===== src/rtl/aes_uart_frame_ctrl.sv =====
// Frame controller: UART rx bytes -> 128-bit key + plaintext -> AES core -> ciphertext bytes to UART tx.
// Optional inter-byte frame timeout is compiled in with `define FRAME_TIMEOUT_EN.
module aes_uart_frame_ctrl #(
   parameter int unsigned TIMEOUT_CLKS = 1041600
) (
   input  logic         clk,
   input  logic         rst_n,
   input  logic [7:0]   rx_data,
   input  logic         rx_valid,
   output logic [127:0] key,
   output logic [127:0] block_in,
   output logic         aes_start,
   input  logic         aes_done,
   input  logic [127:0] aes_out,
   output logic [7:0]   tx_data,
   output logic         tx_start,
   input  logic         tx_busy,
   output logic         busy,
   output logic         overrun,
   output logic         frame_err
);

   localparam logic [2:0] StRxKey   = 3'd0;
   localparam logic [2:0] StRxPt    = 3'd1;
   localparam logic [2:0] StStart   = 3'd2;
   localparam logic [2:0] StWaitAes = 3'd3;
   localparam logic [2:0] StTxLoad  = 3'd4;
   localparam logic [2:0] StTxHold  = 3'd5;
   localparam logic [2:0] StTxWait  = 3'd6;

   logic [2:0]   r_state;
   logic [4:0]   r_byte_cnt;
   logic [3:0]   r_tx_cnt;
   logic [127:0] r_key;
   logic [127:0] r_block;
   logic [127:0] r_ct;
   logic [7:0]   r_tx_data;
   logic         r_aes_start;
   logic         r_overrun;
   logic         w_rx_state;
   logic         w_expire;

   assign w_rx_state = (r_state == StRxKey) || (r_state == StRxPt);

`ifdef FRAME_TIMEOUT_EN
   logic [20:0] r_idle;
   logic        r_frame_err;

   // A byte arriving on the expiry cycle wins over the timeout.
   assign w_expire = w_rx_state && (r_byte_cnt != 5'd0) && !rx_valid &&
                     (r_idle == 21'(TIMEOUT_CLKS - 1));

   always_ff @(posedge clk or negedge rst_n) begin
      if (!rst_n) begin
         r_idle      <= '0;
         r_frame_err <= 1'b0;
      end else begin
         r_frame_err <= w_expire;
         if (!w_rx_state || (r_byte_cnt == 5'd0) || rx_valid || w_expire) begin
            r_idle <= '0;
         end else begin
            r_idle <= r_idle + 21'd1;
         end
      end
   end

   assign frame_err = r_frame_err;
`else
   logic w_unused_timeout;

   assign w_unused_timeout = TIMEOUT_CLKS[0];
   assign w_expire         = 1'b0;
   assign frame_err        = 1'b0;
`endif

   always_ff @(posedge clk or negedge rst_n) begin
      if (!rst_n) begin
         r_state     <= StRxKey;
         r_byte_cnt  <= '0;
         r_tx_cnt    <= '0;
         r_key       <= '0;
         r_block     <= '0;
         r_ct        <= '0;
         r_tx_data   <= '0;
         r_aes_start <= 1'b0;
         r_overrun   <= 1'b0;
      end else begin
         r_aes_start <= 1'b0;
         r_overrun   <= rx_valid && !w_rx_state;
         case (r_state)
            StRxKey: begin
               if (rx_valid) begin
                  r_key      <= {r_key[119:0], rx_data};
                  r_byte_cnt <= r_byte_cnt + 5'd1;
                  if (r_byte_cnt == 5'd15) r_state <= StRxPt;
               end else if (w_expire) begin
                  r_byte_cnt <= '0;
               end
            end
            StRxPt: begin
               if (rx_valid) begin
                  r_block <= {r_block[119:0], rx_data};
                  if (r_byte_cnt == 5'd31) begin
                     r_byte_cnt <= '0;
                     r_state    <= StStart;
                  end else begin
                     r_byte_cnt <= r_byte_cnt + 5'd1;
                  end
               end else if (w_expire) begin
                  r_byte_cnt <= '0;
                  r_state    <= StRxKey;
               end
            end
            StStart: begin
               r_aes_start <= 1'b1;
               r_state     <= StWaitAes;
            end
            StWaitAes: begin
               if (aes_done) begin
                  r_ct      <= aes_out;
                  r_tx_data <= aes_out[127:120];
                  r_tx_cnt  <= '0;
                  r_state   <= StTxLoad;
               end
            end
            StTxLoad: begin
               if (!tx_busy) begin
                  r_ct    <= {r_ct[119:0], 8'h00};
                  r_state <= StTxHold;
               end
            end
            // tx_busy only rises the cycle after tx_start, so it is not trusted here.
            StTxHold: r_state <= StTxWait;
            StTxWait: begin
               if (!tx_busy) begin
                  if (r_tx_cnt == 4'd15) begin
                     r_byte_cnt <= '0;
                     r_state    <= StRxKey;
                  end else begin
                     r_tx_cnt  <= r_tx_cnt + 4'd1;
                     r_tx_data <= r_ct[127:120];
                     r_state   <= StTxLoad;
                  end
               end
            end
            default: r_state <= StRxKey;
         endcase
      end
   end

   assign key       = r_key;
   assign block_in  = r_block;
   assign aes_start = r_aes_start;
   assign tx_data   = r_tx_data;
   assign tx_start  = (r_state == StTxLoad) && !tx_busy;
   assign busy      = !((r_state == StRxKey) && (r_byte_cnt == 5'd0));
   assign overrun   = r_overrun;

endmodule

===== config.mk =====
export PLATFORM = sky130hd
export DESIGN_NAME = aes_uart_frame_ctrl
export DESIGN_NICKNAME = d
export VERILOG_FILES = /design/src/rtl/aes_uart_frame_ctrl.sv
export SDC_FILE = /design/constraint.sdc
export NUM_CORES = 1
export LEC_CHECK = 0
export CAP_MARGIN = 0
export CORE_ASPECT_RATIO = 1.1
export CORE_UTILIZATION = 45
export CTS_BUF_LIST = sky130_fd_sc_hd__clkbuf_4 sky130_fd_sc_hd__clkbuf_8 sky130_fd_sc_hd__clkbuf_16
export CTS_CLUSTER_SIZE = 10
export DETAILED_ROUTE_END_ITERATION = 12
export GPL_ROUTABILITY_DRIVEN = 0
export PLACE_DENSITY = 0.88
export RECOVER_POWER = 50
export SETUP_SLACK_MARGIN = 0.05
export SYNTH_ARGS = -nofsm -noshare
export SYNTH_HDL_FRONTEND = slang
export SYNTH_SLANG_ARGS = --single-unit

===== constraint.sdc =====
create_clock -name clk -period 1.81 [get_ports clk]
set_input_delay 0.181 -clock clk [delete_from_list [all_inputs] [get_ports clk]]
set_output_delay 0.181 -clock clk [all_outputs]
set_load 0.01 [all_outputs]

Word-level counts from Yosys, hierarchy flattened --
Index checks and enable logic that the tools add are counted. Widths: inputs -> output; s select.
Cells by class: multiplexer cells 27, reductions and logical operators 18, add/sub/neg operators 2, equality and inequality tests 18
Operators by type and width (number):
- $mux 128 | 2
- $pmux 128 s2 | 1
- $mux 5 | 5
- $mux 3 | 8
- $mux 8 | 3
- $pmux 3 s7 | 1
- $pmux 8 s2 | 1
- $pmux 5 s3 | 1
- $ne 2x2->1 const B | 7
- $mux 4 | 3
- $eq 3x3->1 const B | 3
- $pmux 4 s2 | 1
- $reduce_and 7->1 | 1
- $eq 3x2->1 const B | 2
- $add 5x1->5 const B | 1
- $eq 5x4->1 const B | 1
- $eq 5x5->1 const B | 1
- $logic_not 5->1 | 1
- $reduce_and 5->1 | 1
- $add 4x1->4 const B | 1
- $eq 4x4->1 const B | 1
- $ne 2x1->1 const B | 2
- $reduce_and 2->1 | 2
- $reduce_and 4->1 | 1
- other kinds (9) | 14
Storage, ports and cells: bits in registers 406, bits of input ports 141, output and inout bits 269

Depth between registers and ports, before layout --
Gate-level depths: netlist of the first run.
depth after elaboration 4, depth in mapped cells 6

Worst setup path before layout of the first run --
OpenSTA, ideal clock, no wires.
path type register -> register, start point reg r_state[1], end point reg r_ct[66], slack 26 ps, period minus slack after synthesis 1784 ps, data arrival time 1656 ps, data required time 1683 ps, cell stages (with the launch flop) 6, path buffers 2, library setup time 127 ps, cell sequence dfrtp_1 -> nor3b_2 -> buf_2 -> buf_2 -> mux2_2 -> mux2_1
Between the ends: longest elaborated chain between the ends 3, elaborated cells on any way between the ends 7, classes of those cells 4 x eq/ne; 1 x mux; 2 x reduce/logical
RTL lines:
- from (decl) | line 31 | logic [2:0] r_state;
- from (signal assigned) | line 78 | r_state <= StRxKey;
- from (signal assigned) | line 95 | if (r_byte_cnt == 5'd15) r_state <= StRxPt;
- from (signal assigned) | line 105 | r_state <= StStart;
- $eq 3x3->1 or $eq 3x2->1 (tied branches) | line 90 | case (r_state)
- $ne 2x2->1 (no source line) or $reduce_bool 2->1 (tied branches)
- $reduce_and 3->1 (no source line)
- to (signal assigned) | line 120 | r_ct <= aes_out;
- to (signal assigned) | line 128 | r_ct <= {r_ct[119:0], 8'h00};
- to (decl) | line 36 | logic [127:0] r_ct;
Several ways; a longest one is shown, not always the timed one. A chain may end at the register's enable or synchronous reset.

Worst setup path in the final report of the first run --
start point reg r_state[1], end point reg r_ct[94]
Same word-level chain as after synthesis.

==> results of run 1 <==
==> layer usage <==
metal	GRT usage, %	share of wire (%)	vias up
li1	-	-	4982
met4	12.1	5.1	2
met2	46.6	51	571
met5	0	0.022	-
met3	6.72	6.8	179
met1	30.2	37	6247
==> how the worst max path moves through the flow <==
stage,slack [ps],startpoint,endpoint,cells past startpoint
floorplan,30,r_state[0]$_DFFE_PN0P_,r_ct[15]$_DFFE_PN0P_,5
global placement,-90,r_state[0]$_DFFE_PN0P_,key[112]$_DFFE_PN0P_,5
detailed placement,-150,r_state[0]$_DFFE_PN0P_,key[79]$_DFFE_PN0P_,5
CTS,-120,r_state[1]$_DFFE_PN0P_,tx_start,4
global route,-260,r_state[1]$_DFFE_PN0P_,r_ct[94]$_DFFE_PN0P_,8
finish,-180,r_state[1]$_DFFE_PN0P_,r_ct[94]$_DFFE_PN0P_,8
==> layout make-up <==
| cell class | instances | area (sq um) | share of cell area (%) |
|---|---|---|---|
| clock buffer | 51 | 1220 | 4.62 |
| multi-input combinational | 600 | 7730 | 29.1 |
| antenna | 1 | 2.50 | 0.00944 |
| timing repair buffer | 570 | 6620 | 25.0 |
| clock inverter | 5 | 90.1 | 0.340 |
| sequential | 406 | 10200 | 38.4 |
| tap | 494 | 618 | 2.33 |
| inverter | 17 | 63.8 | 0.241 |
==> worst max-delay path: stages (launching register included) <==
cell      delay, ps
dfrtp_1         400
buf_6           140
buf_6           130
nand4b_1        240
o21ai_4         190
buf_12          200
buf_12          120
buf_16          130
mux2_4          320
==> placed cells by master, fill, tap and decap left out, drive strengths merged, types with 4 or more instances in the layout <==
master         Yosys  layout
o21ai             14      14
dfrtp            406     406
dlygate4sd2        0      11
nor2               5       5
clkdlybuf4s50      0     353
nand2              4       4
buf               58     139
clkbuf             6      76
mux2             513     513
nand3             14      14
ha                 5       5
nand2b             4       4
inv               17      18
dlymetal6s2s       0      41
and3               3       4
==> repair_timing <==
item                                   4_1_cts  5_1_grt
pin swaps                                    6        8
resized for setup                          205      341
hold buffers                                 1        0
endpoints found under the hold margin      264        0
setup endpoints to repair                  397      415
buffers inserted                            40       24
cloned                                      22       15
==> kinds of logic after synthesis <==
family,after synthesis
flops,406
simple gates,49
buf+inv,81
other cells,1
compound gates,27
fa+ha+maj,5
mux,516
==> through the flow <==
step	hold WS, ps	std cells
2_1_floorplan	-115	1085
3_3_place_gp	74.4	1998
3_5_place_dp	79.8	1998
4_1_cts	87.1	2117
5_1_grt	226	2144
6_report	219	2144
==> sequential cells by signal, summed over array words and instances (netlist names) <==
| signal | flops |
|---|---|
| key | 128 |
| r_tx_cnt | 4 |
| overrun | 1 |
| block_in | 128 |
| aes_start | 1 |
| r_state | 3 |
| r_ct | 128 |
| r_byte_cnt | 5 |
| tx_data | 8 |
==> power by group <==
| group | total (W) | switching [W] | leakage, nW | internal [W] |
|---|---|---|---|---|
| clock network | 0.00876 | 0.00373 | 0.649 | 0.00503 |
| logic | 0.0223 | 0.00832 | 6.66 | 0.0140 |
| registers | 0.0169 | 0.00376 | 5.11 | 0.0132 |
| total | 0.0480 | 0.0158 | 12.4 | 0.0322 |
==> flow_metrics.py, run 1 <==
metrics = {
    "status": {
        "status": "finished, violations left",
        "violations": "setup timing",
    },
    "synthesis": {
        "yosys.area_share.simple_pct": 1.73,
        "synth_compound_area_share_pct": 1.03,
        "synth.most_common_cell": "mux2_2",
        "synth_adder_area_share_pct": 0.369,
        "synth_xor_area_share_pct": 0,
        "ys_warn_count": 0,
        "synth_edf_count": 0,
        "synthesis.nets": 1231,
        "synth_top_area_cell": "dfrtp_1",
        "avgSynthCellArea_sq_um": 15.6,
        "synthesis.area_sq_um": 17000,
        "ys_ff_latch": 406,
        "synthTopCellsByArea": "dfrtp_1 60%, mux2_2 31%, mux2_1 2.9%",
        "synthMuxAreaShare_pct": 34.3,
        "postSynth.asyncResetShare_pct": 100,
        "ys_seq_area_share_pct": 59.9,
        "ys_types": 43,
        "synth_top_family_by_area": "multiplexers",
        "synthCells": 1085,
        "synth_common_cells": "470 x mux2_2, 406 x dfrtp_1, 43 x mux2_1",
        "synth_flop_cell": "dfrtp_1",
        "synth_top_area_share_pct": 59.9,
    },
    "sta": {
        "post-route-period-util_pct": 110,
        "slew_headroom_pct": 33.1,
        "finalMaxSlewViolations": 0,
        "skew_ps": 22.0,
        "min_period_ps": 1990,
        "rsz0062_at_grt": "true",
        "worst_pin_slew_ps": 1000,
        "finalWorstSetupSlack_ps": -180,
        "max_freq_mhz": 503,
        "finalSetupViolations": 303,
        "finalSetupTns_ps": -22180,
        "hold_viol": 0,
    },
    "cells_and_area": {
        "syn_to_final_growth_pct": 56.4,
        "n_fill_cell": 2147,
        "layout-drive-gt1-share_pct": 44.9,
        "nets": 1788,
        "final_core_util_pct": 71.4,
        "fin_area_sq_um": 26500,
    },
    "job": {
        "maxCapViolCount": 0,
    },
    "setup_path": {
        "ff2ff_path_depth": 8,
        "worstReg2RegEnd": "r_ct[94]$_DFFE_PN0P_",
        "arrival_ps": 2430,
        "critPathCaptureType": "flop",
        "cp-start-kind": "flop",
        "worst-r2r-setup-slack_ps": -180,
        "r2r_start": "r_state[1]$_DFFE_PN0P_",
        "setup.worst_path.class": "reg -> reg",
        "worst-path-max-fanout": 8,
        "cp.required_ps": 2250,
    },
    "floorplanning": {
        "die-width_microns": 187,
        "ios": 410,
        "initial_core_util_pct": 45.7,
        "die_y_microns": 206,
        "die_area_sq_um": 38500,
        "coreArea_sq_um": 37100,
        "num_rows": 74,
    },
    "global_route": {
        "grt_max_degree": 76,
        "grt_pass1_wl_microns": 77400,
        "grt.total_usage_pct": 26.4,
        "grt_pass1_vias": 12600,
        "grt-ovfl-total": 0,
        "antenna_found_initial": 2,
    },
    "placed_design": {
        "hpwl_microns": 30600,
        "placed_cell_area_sq_um": 22100,
        "port_buffers": 408,
        "dp_slack_ps": -155,
    },
    "cts": {
        "clk_path_buf_depth": 3,
        "clk_pin_slew_ps": 60,
        "cts_tree": "built",
        "clock-root-buffer": "clkbuf_16",
        "clk-insertion-delay-late_ps": 560,
        "htree_levels": 2,
        "cts_buffers": 47,
        "cts.sinks": 406,
    },
    "worst_hold_path": {
        "hp-start": "aes_out[4]",
        "hold_path_class": "in -> reg",
        "whs_path_depth": 3,
        "worstHoldEndpoint": "r_ct[4]$_DFFE_PN0P_",
    },
    "route": {
        "drc": 0,
        "vias": 12000,
        "drt_pass1_iterations": 5,
        "vias_per_cell": 5.59,
        "wirelength_microns": 59400,
        "drtIter0Drc": 650,
        "wire_per_inst_microns": 27.7,
        "ant_nets": 0,
    },
    "power_and_ir_drop": {
        "p_per_area_nw_per_um2": 1810,
        "leakagePower_nw": 12.4,
        "finalPower_w": 0.0480,
        "ir_worst_vdd_uv": 1340,
    },
}
No activity file was read; power rests on OpenSTA's default activity.
==> run 2, diff against run 1 <==
Settings changed: TNS_END_PERCENT set to 10.
==> flow_metrics.py, run 2 (same netlist as run 1, synthesis figures left out) <==
metrics = {
    "status": {
        "status": "finished, violations left",
        "violations": "setup timing",
    },
    "route": {
        "ant_nets": 0,
        "vias": 11100,
        "wirelength_microns": 47800,
        "drtIter0Drc": 526,
        "drc": 0,
        "drt_pass1_iterations": 5,
        "wire_per_inst_microns": 23.0,
        "vias_per_cell": 5.33,
    },
    "global_route": {
        "grt_pass1_wl_microns": 70100,
        "grt.total_usage_pct": 23.5,
        "antenna_found_initial": 2,
        "grt_max_degree": 81,
        "grt-ovfl-total": 0,
        "grt_pass1_vias": 12100,
    },
    "sta": {
        "max_freq_mhz": 490,
        "skew_ps": 30.2,
        "slew_headroom_pct": 24.1,
        "finalSetupViolations": 343,
        "fin_hold_ws_ps": 178,
        "finalMaxSlewViolations": 0,
        "post-route-period-util_pct": 113,
        "rsz0062_at_grt": "true",
        "hold_viol": 0,
        "finalWorstSetupSlack_ps": -230,
        "finalSetupTns_ps": -37240,
        "min_period_ps": 2040,
        "worst_pin_slew_ps": 1140,
    },
    "floorplanning": {
        "num_rows": 74,
        "coreArea_sq_um": 37100,
        "initial_core_util_pct": 45.7,
        "die_area_sq_um": 38500,
        "die-width_microns": 187,
        "ios": 410,
        "die_y_microns": 206,
    },
    "placed_design": {
        "hpwl_microns": 30600,
        "port_buffers": 408,
    },
    "power_and_ir_drop": {
        "switching_share_pct": 32.0,
        "combPwrFrac_pct": 41.5,
        "leakagePower_nw": 11.4,
        "clkPwrFrac_pct": 20.2,
        "switchingPower_w": 0.0136,
        "p_per_area_nw_per_um2": 1750,
        "ir_worst_vdd_uv": 1280,
        "p_seq_share_pct": 38.3,
        "power.internal_w": 0.0290,
    },
    "worst_hold_path": {
        "hold_path_class": "in -> reg",
        "hp-start": "aes_out[4]",
    },
    "setup_path": {
        "worst-path-max-fanout": 25,
        "cp.required_ps": 2260,
        "cp-start-kind": "flop",
        "crit_path_start": "r_state[1]$_DFFE_PN0P_",
        "setup.worst_path.class": "reg -> reg",
        "critPathCaptureType": "flop",
        "arrival_ps": 2490,
        "r2r_start": "r_state[1]$_DFFE_PN0P_",
    },
    "cts": {
        "clk_path_buf_depth": 3,
        "cts_tree": "built",
        "htree_levels": 2,
        "clock-root-buffer": "clkbuf_16",
        "clk_pin_slew_ps": 60,
        "clk-insertion-delay-late_ps": 590,
        "cts.sinks": 406,
        "cts_buffers": 47,
    },
    "cells_and_area": {
        "mostFrequentLayoutCells": "404 x dfrtp_1, 380 x mux2_2, 313 x clkdlybuf4s50_1",
        "syn_to_final_growth_pct": 43.9,
        "final_common_cell": "dfrtp_1",
        "nets": 1724,
        "n_fill_cell": 2436,
        "multi_input_area_sq_um": 6810,
        "layout-drive-gt1-share_pct": 41.1,
        "seq_area_sq_um": 10200,
    },
    "job": {
        "maxCapViolCount": 0,
    },
}
-- run 2: cell types whose count changed in the layout (fill, tap and decap cells not counted), sizes merged, moves of 3 or more --
cell / change
buf: -55
bufbuf: +3
clkbuf: -10
clkdlybuf4s50: -40
dlygate4sd2: +33
dlymetal6s2s: +7
-- run 2: what timing repair did --
action / CTS / global route
resized for setup: 88 / 159
pin swaps: 4 / 1
gates cloned: 9 / 4
setup buffers: 6 / 3
hold endpoints to repair: 357 / 0
hold buffers: 1 / 0
setup endpoints to repair: 435 / 444
-- run 2: power groups by stage --
stage          Combinational, W  Clock (W)  Sequential (W)
2_1_floorplan           0.00729          0          0.0164
3_3_place_gp             0.0155          0          0.0159
3_5_place_dp             0.0161          0          0.0161
4_1_cts                  0.0167    0.00873          0.0161
5_1_grt                  0.0187    0.00910          0.0167
6_report                 0.0177    0.00861          0.0163
-- run 2: worst max-delay path: stages, from the launching register on --
cell,delay (ps)
dfrtp_1,400
or3b_4,420
buf_6,130
o21ai_4,220
buf_12,160
buf_16,180
mux2_1,360
-- run 2: layout make-up --
type	count	area share [%]
tap	494	2.53
antenna	2	0.0205
clock buffer	53	5.11
clock inverter	4	0.338
multi-input combinational	600	27.9
inverter	17	0.262
sequential	406	41.6
timing repair buffer	506	22.2
-- run 2: worst paths after layout --
| path | endpoint | slack (ps) | cells past startpoint |
|---|---|---|---|
| worst max-delay path | r_ct[75]$_DFFE_PN0P_ | -230 | 6 |
| worst min-delay path | r_ct[4]$_DFFE_PN0P_ | 180 | 3 |
| worst max register to register | r_ct[75]$_DFFE_PN0P_ | -230 | 6 |
| worst min register to register | r_ct[20]$_DFFE_PN0P_ | 480 | 1 |
| max in group asynchronous | r_ct[24]$_DFFE_PN0P_ | 100 | 4 |
| min in group asynchronous | r_byte_cnt[1]$_DFFE_PN0P_ | 360 | 2 |
-- run 2: metal layers --
| layer | track usage [%] | share of wire [%] |
|---|---|---|
| met5 | 0 | 0 |
| met4 | 8.17 | 3.4 |
| met3 | 7.37 | 7.1 |
| met2 | 41.4 | 51 |
| met1 | 27.0 | 38 |
-- run 2: per-stage QoR --
| step | utilization [%] | instance area [sq um] | setup WS (ps) | power (W) | std cells |
|---|---|---|---|---|---|
| finish | 65.7 | 24400 | -230 | 0.0426 | 2082 |
| global route | 65.7 | 24400 | -269 | 0.0446 | 2082 |
| CTS | 64.1 | 23800 | -164 | 0.0416 | 2073 |
| detailed placement | 59.6 | 22100 | -125 | 0.0322 | 2000 |
| global placement | 59.6 | 22100 | -65.2 | 0.0314 | 2000 |
| floorplan | - | 17000 | 34.0 | 0.0236 | 1085 |
==> run 3, diff against run 2 <==
Settings changed: CORE_UTILIZATION 45 to 54, PLACE_DENSITY 0.88 to 0.95.
Clock period 1.81 ns to 2.5 ns, I/O delays scaled along.
==> flow_metrics.py, run 3 (same netlist as run 1, synthesis figures left out) <==
metrics = {
    "global_route": {
        "grt_util_met3_pct": 8.86,
        "top_usage_layer": "met2",
        "grt_pass1_wl_microns": 68400,
        "gr-usage-met2_pct": 49.4,
        "grt_pass1_vias": 12000,
        "grt_util_met1_pct": 30.0,
        "grt-ovfl-total": 0,
        "grt.total_usage_pct": 27.9,
        "antenna_found_initial": 6,
        "grt_max_degree": 81,
    },
    "cells_and_area": {
        "nets": 1663,
        "multi_input_area_sq_um": 6370,
        "syn_to_final_growth_pct": 34.9,
        "final_common_cell": "mux2_2",
        "seq_area_sq_um": 10200,
        "mostFrequentLayoutCells": "470 x mux2_2, 405 x dfrtp_1, 285 x clkdlybuf4s50_1",
        "layout-drive-gt1-share_pct": 36.9,
        "instances_no_fill": 1939,
        "fin_area_sq_um": 22900,
        "n_fill_cell": 1833,
    },
    "route": {
        "drtIter0Drc": 436,
        "vias_per_cell": 5.51,
        "drc": 0,
        "wirelength_microns": 44100,
        "ant_nets": 0,
        "vias": 10700,
        "wire_per_inst_microns": 22.7,
        "drt_pass1_iterations": 7,
    },
    "placed_design": {
        "hpwl_microns": 30600,
        "placed_cell_area_sq_um": 21700,
        "place_inst": 1882,
        "dp_slack_ps": 308,
        "port_buffers": 408,
    },
    "floorplanning": {
        "die-width_microns": 171,
        "ios": 410,
        "die_area_sq_um": 32100,
        "die_y_microns": 188,
        "initial_core_util_pct": 55.3,
        "num_rows": 67,
        "coreArea_sq_um": 30700,
    },
    "setup_path": {
        "cp_slowest_cell": "clkdlybuf4s50_1",
        "ff2ff_path_depth": 4,
        "arrival_ps": 2120,
        "worst-path-max-fanout": 10,
        "cp-start-kind": "flop",
        "critPathCaptureType": "output port",
        "max_stage_delay_ps": 500,
        "worstReg2RegEnd": "r_ct[34]$_DFFE_PN0P_",
        "crit_chain": "buf_4, nor3_1, nand4_1, clkdlybuf4s50_1",
        "setup.worst_path.class": "reg -> out",
        "r2r_start": "r_state[2]$_DFFE_PN0P_",
        "worst-r2r-setup-slack_ps": 250,
        "cp.required_ps": 2250,
    },
    "cts": {
        "cts.sinks": 406,
        "clock-root-buffer": "clkbuf_16",
        "cts_buffers": 46,
        "clk_pin_slew_ps": 60,
        "htree_levels": 2,
        "clk-insertion-delay-late_ps": 530,
        "cts_tree": "built",
        "clk_path_buf_depth": 3,
    },
    "sta": {
        "max_freq_mhz": 422,
        "min_period_ps": 2370,
        "hold_viol": 0,
        "post-route-period-util_pct": 94.9,
        "slew_headroom_pct": 20.5,
        "fin_hold_ws_ps": 267,
        "finalWorstSetupSlack_ps": 129,
        "finalMaxSlewViolations": 0,
        "rsz0062_at_grt": "false",
        "skew_ps": 14.1,
        "finalSetupTns_ps": 0,
        "worst_pin_slew_ps": 1190,
        "finalSetupViolations": 0,
    },
    "power_and_ir_drop": {
        "leakagePower_nw": 10.2,
        "p_per_area_nw_per_um2": 1260,
        "ir_worst_vdd_uv": 929,
    },
    "job": {
        "maxCapViolCount": 0,
    },
    "worst_hold_path": {
        "hold_path_class": "in -> async",
    },
    "status": {
        "status": "completed",
    },
}
## run 3: worst max path at each step
stage                                       from                        to  slack, ps  cells after the start
after floorplan           r_state[1]$_DFFE_PN0P_      r_ct[66]$_DFFE_PN0P_        720                      5
after global placement                  rx_valid  block_in[10]$_DFFE_PN0P_        360                      4
after detailed placement  r_state[2]$_DFFE_PN0P_      r_ct[34]$_DFFE_PN0P_        310                      4
after CTS                 r_state[1]$_DFFE_PN0P_                      busy        100                      4
after global routing      r_state[1]$_DFFE_PN0P_                      busy         70                      4
final                     r_state[1]$_DFFE_PN0P_                      busy        130                      4
## run 3: layout make-up
| cell class | instances | share of cell area [%] |
|---|---|---|
| Antenna cell | 6 | 0.0657 |
| Inverter | 17 | 0.279 |
| Clock inverter | 1 | 0.131 |
| Clock buffer | 49 | 5.36 |
| Multi-Input combinational cell | 598 | 27.8 |
| Tap cell | 414 | 2.27 |
| Sequential cell | 406 | 44.4 |
| Timing Repair Buffer | 448 | 19.6 |
## run 3: critical path, delay by kind of cell (launching register included)
kind / cells / cell delay [ps]
simple gates: 2 / 450
flops: 1 / 460
buf+inv: 2 / 690
## run 3: power breakdown
group	leakage [nW]	switching (W)	total [W]	internal (W)
Combinational	4.42	0.00449	0.0111	0.00665
Clock	0.618	0.00243	0.00595	0.00352
Sequential	5.11	0.00222	0.0117	0.00951
Total	10.2	0.00914	0.0288	0.0197
## run 3: through the flow
step           total power (W)  utilization, %
3_5_place_dp            0.0231            70.6
3_3_place_gp            0.0224            70.6
4_1_cts                 0.0293            74.7
6_report                0.0288            74.5
2_1_floorplan           0.0171               -
5_1_grt                 0.0302            74.5
## run 3: what timing repair did
action / CTS / global route
setup buffers: 0 / 0
gates resized for setup: 4 / 0
hold buffers: 1 / 0
hold endpoints to repair: 61 / 0
setup endpoints to repair: 1 / 0
## run 3: layer usage
| metal | vias up | routed length, microns |
|---|---|---|
| met1 | 5449 | 15700 |
| met2 | 385 | 22700 |
| met4 | 0 | 2040 |
| li1 | 4736 | - |
| met3 | 113 | 3620 |
| met5 | - | 0 |
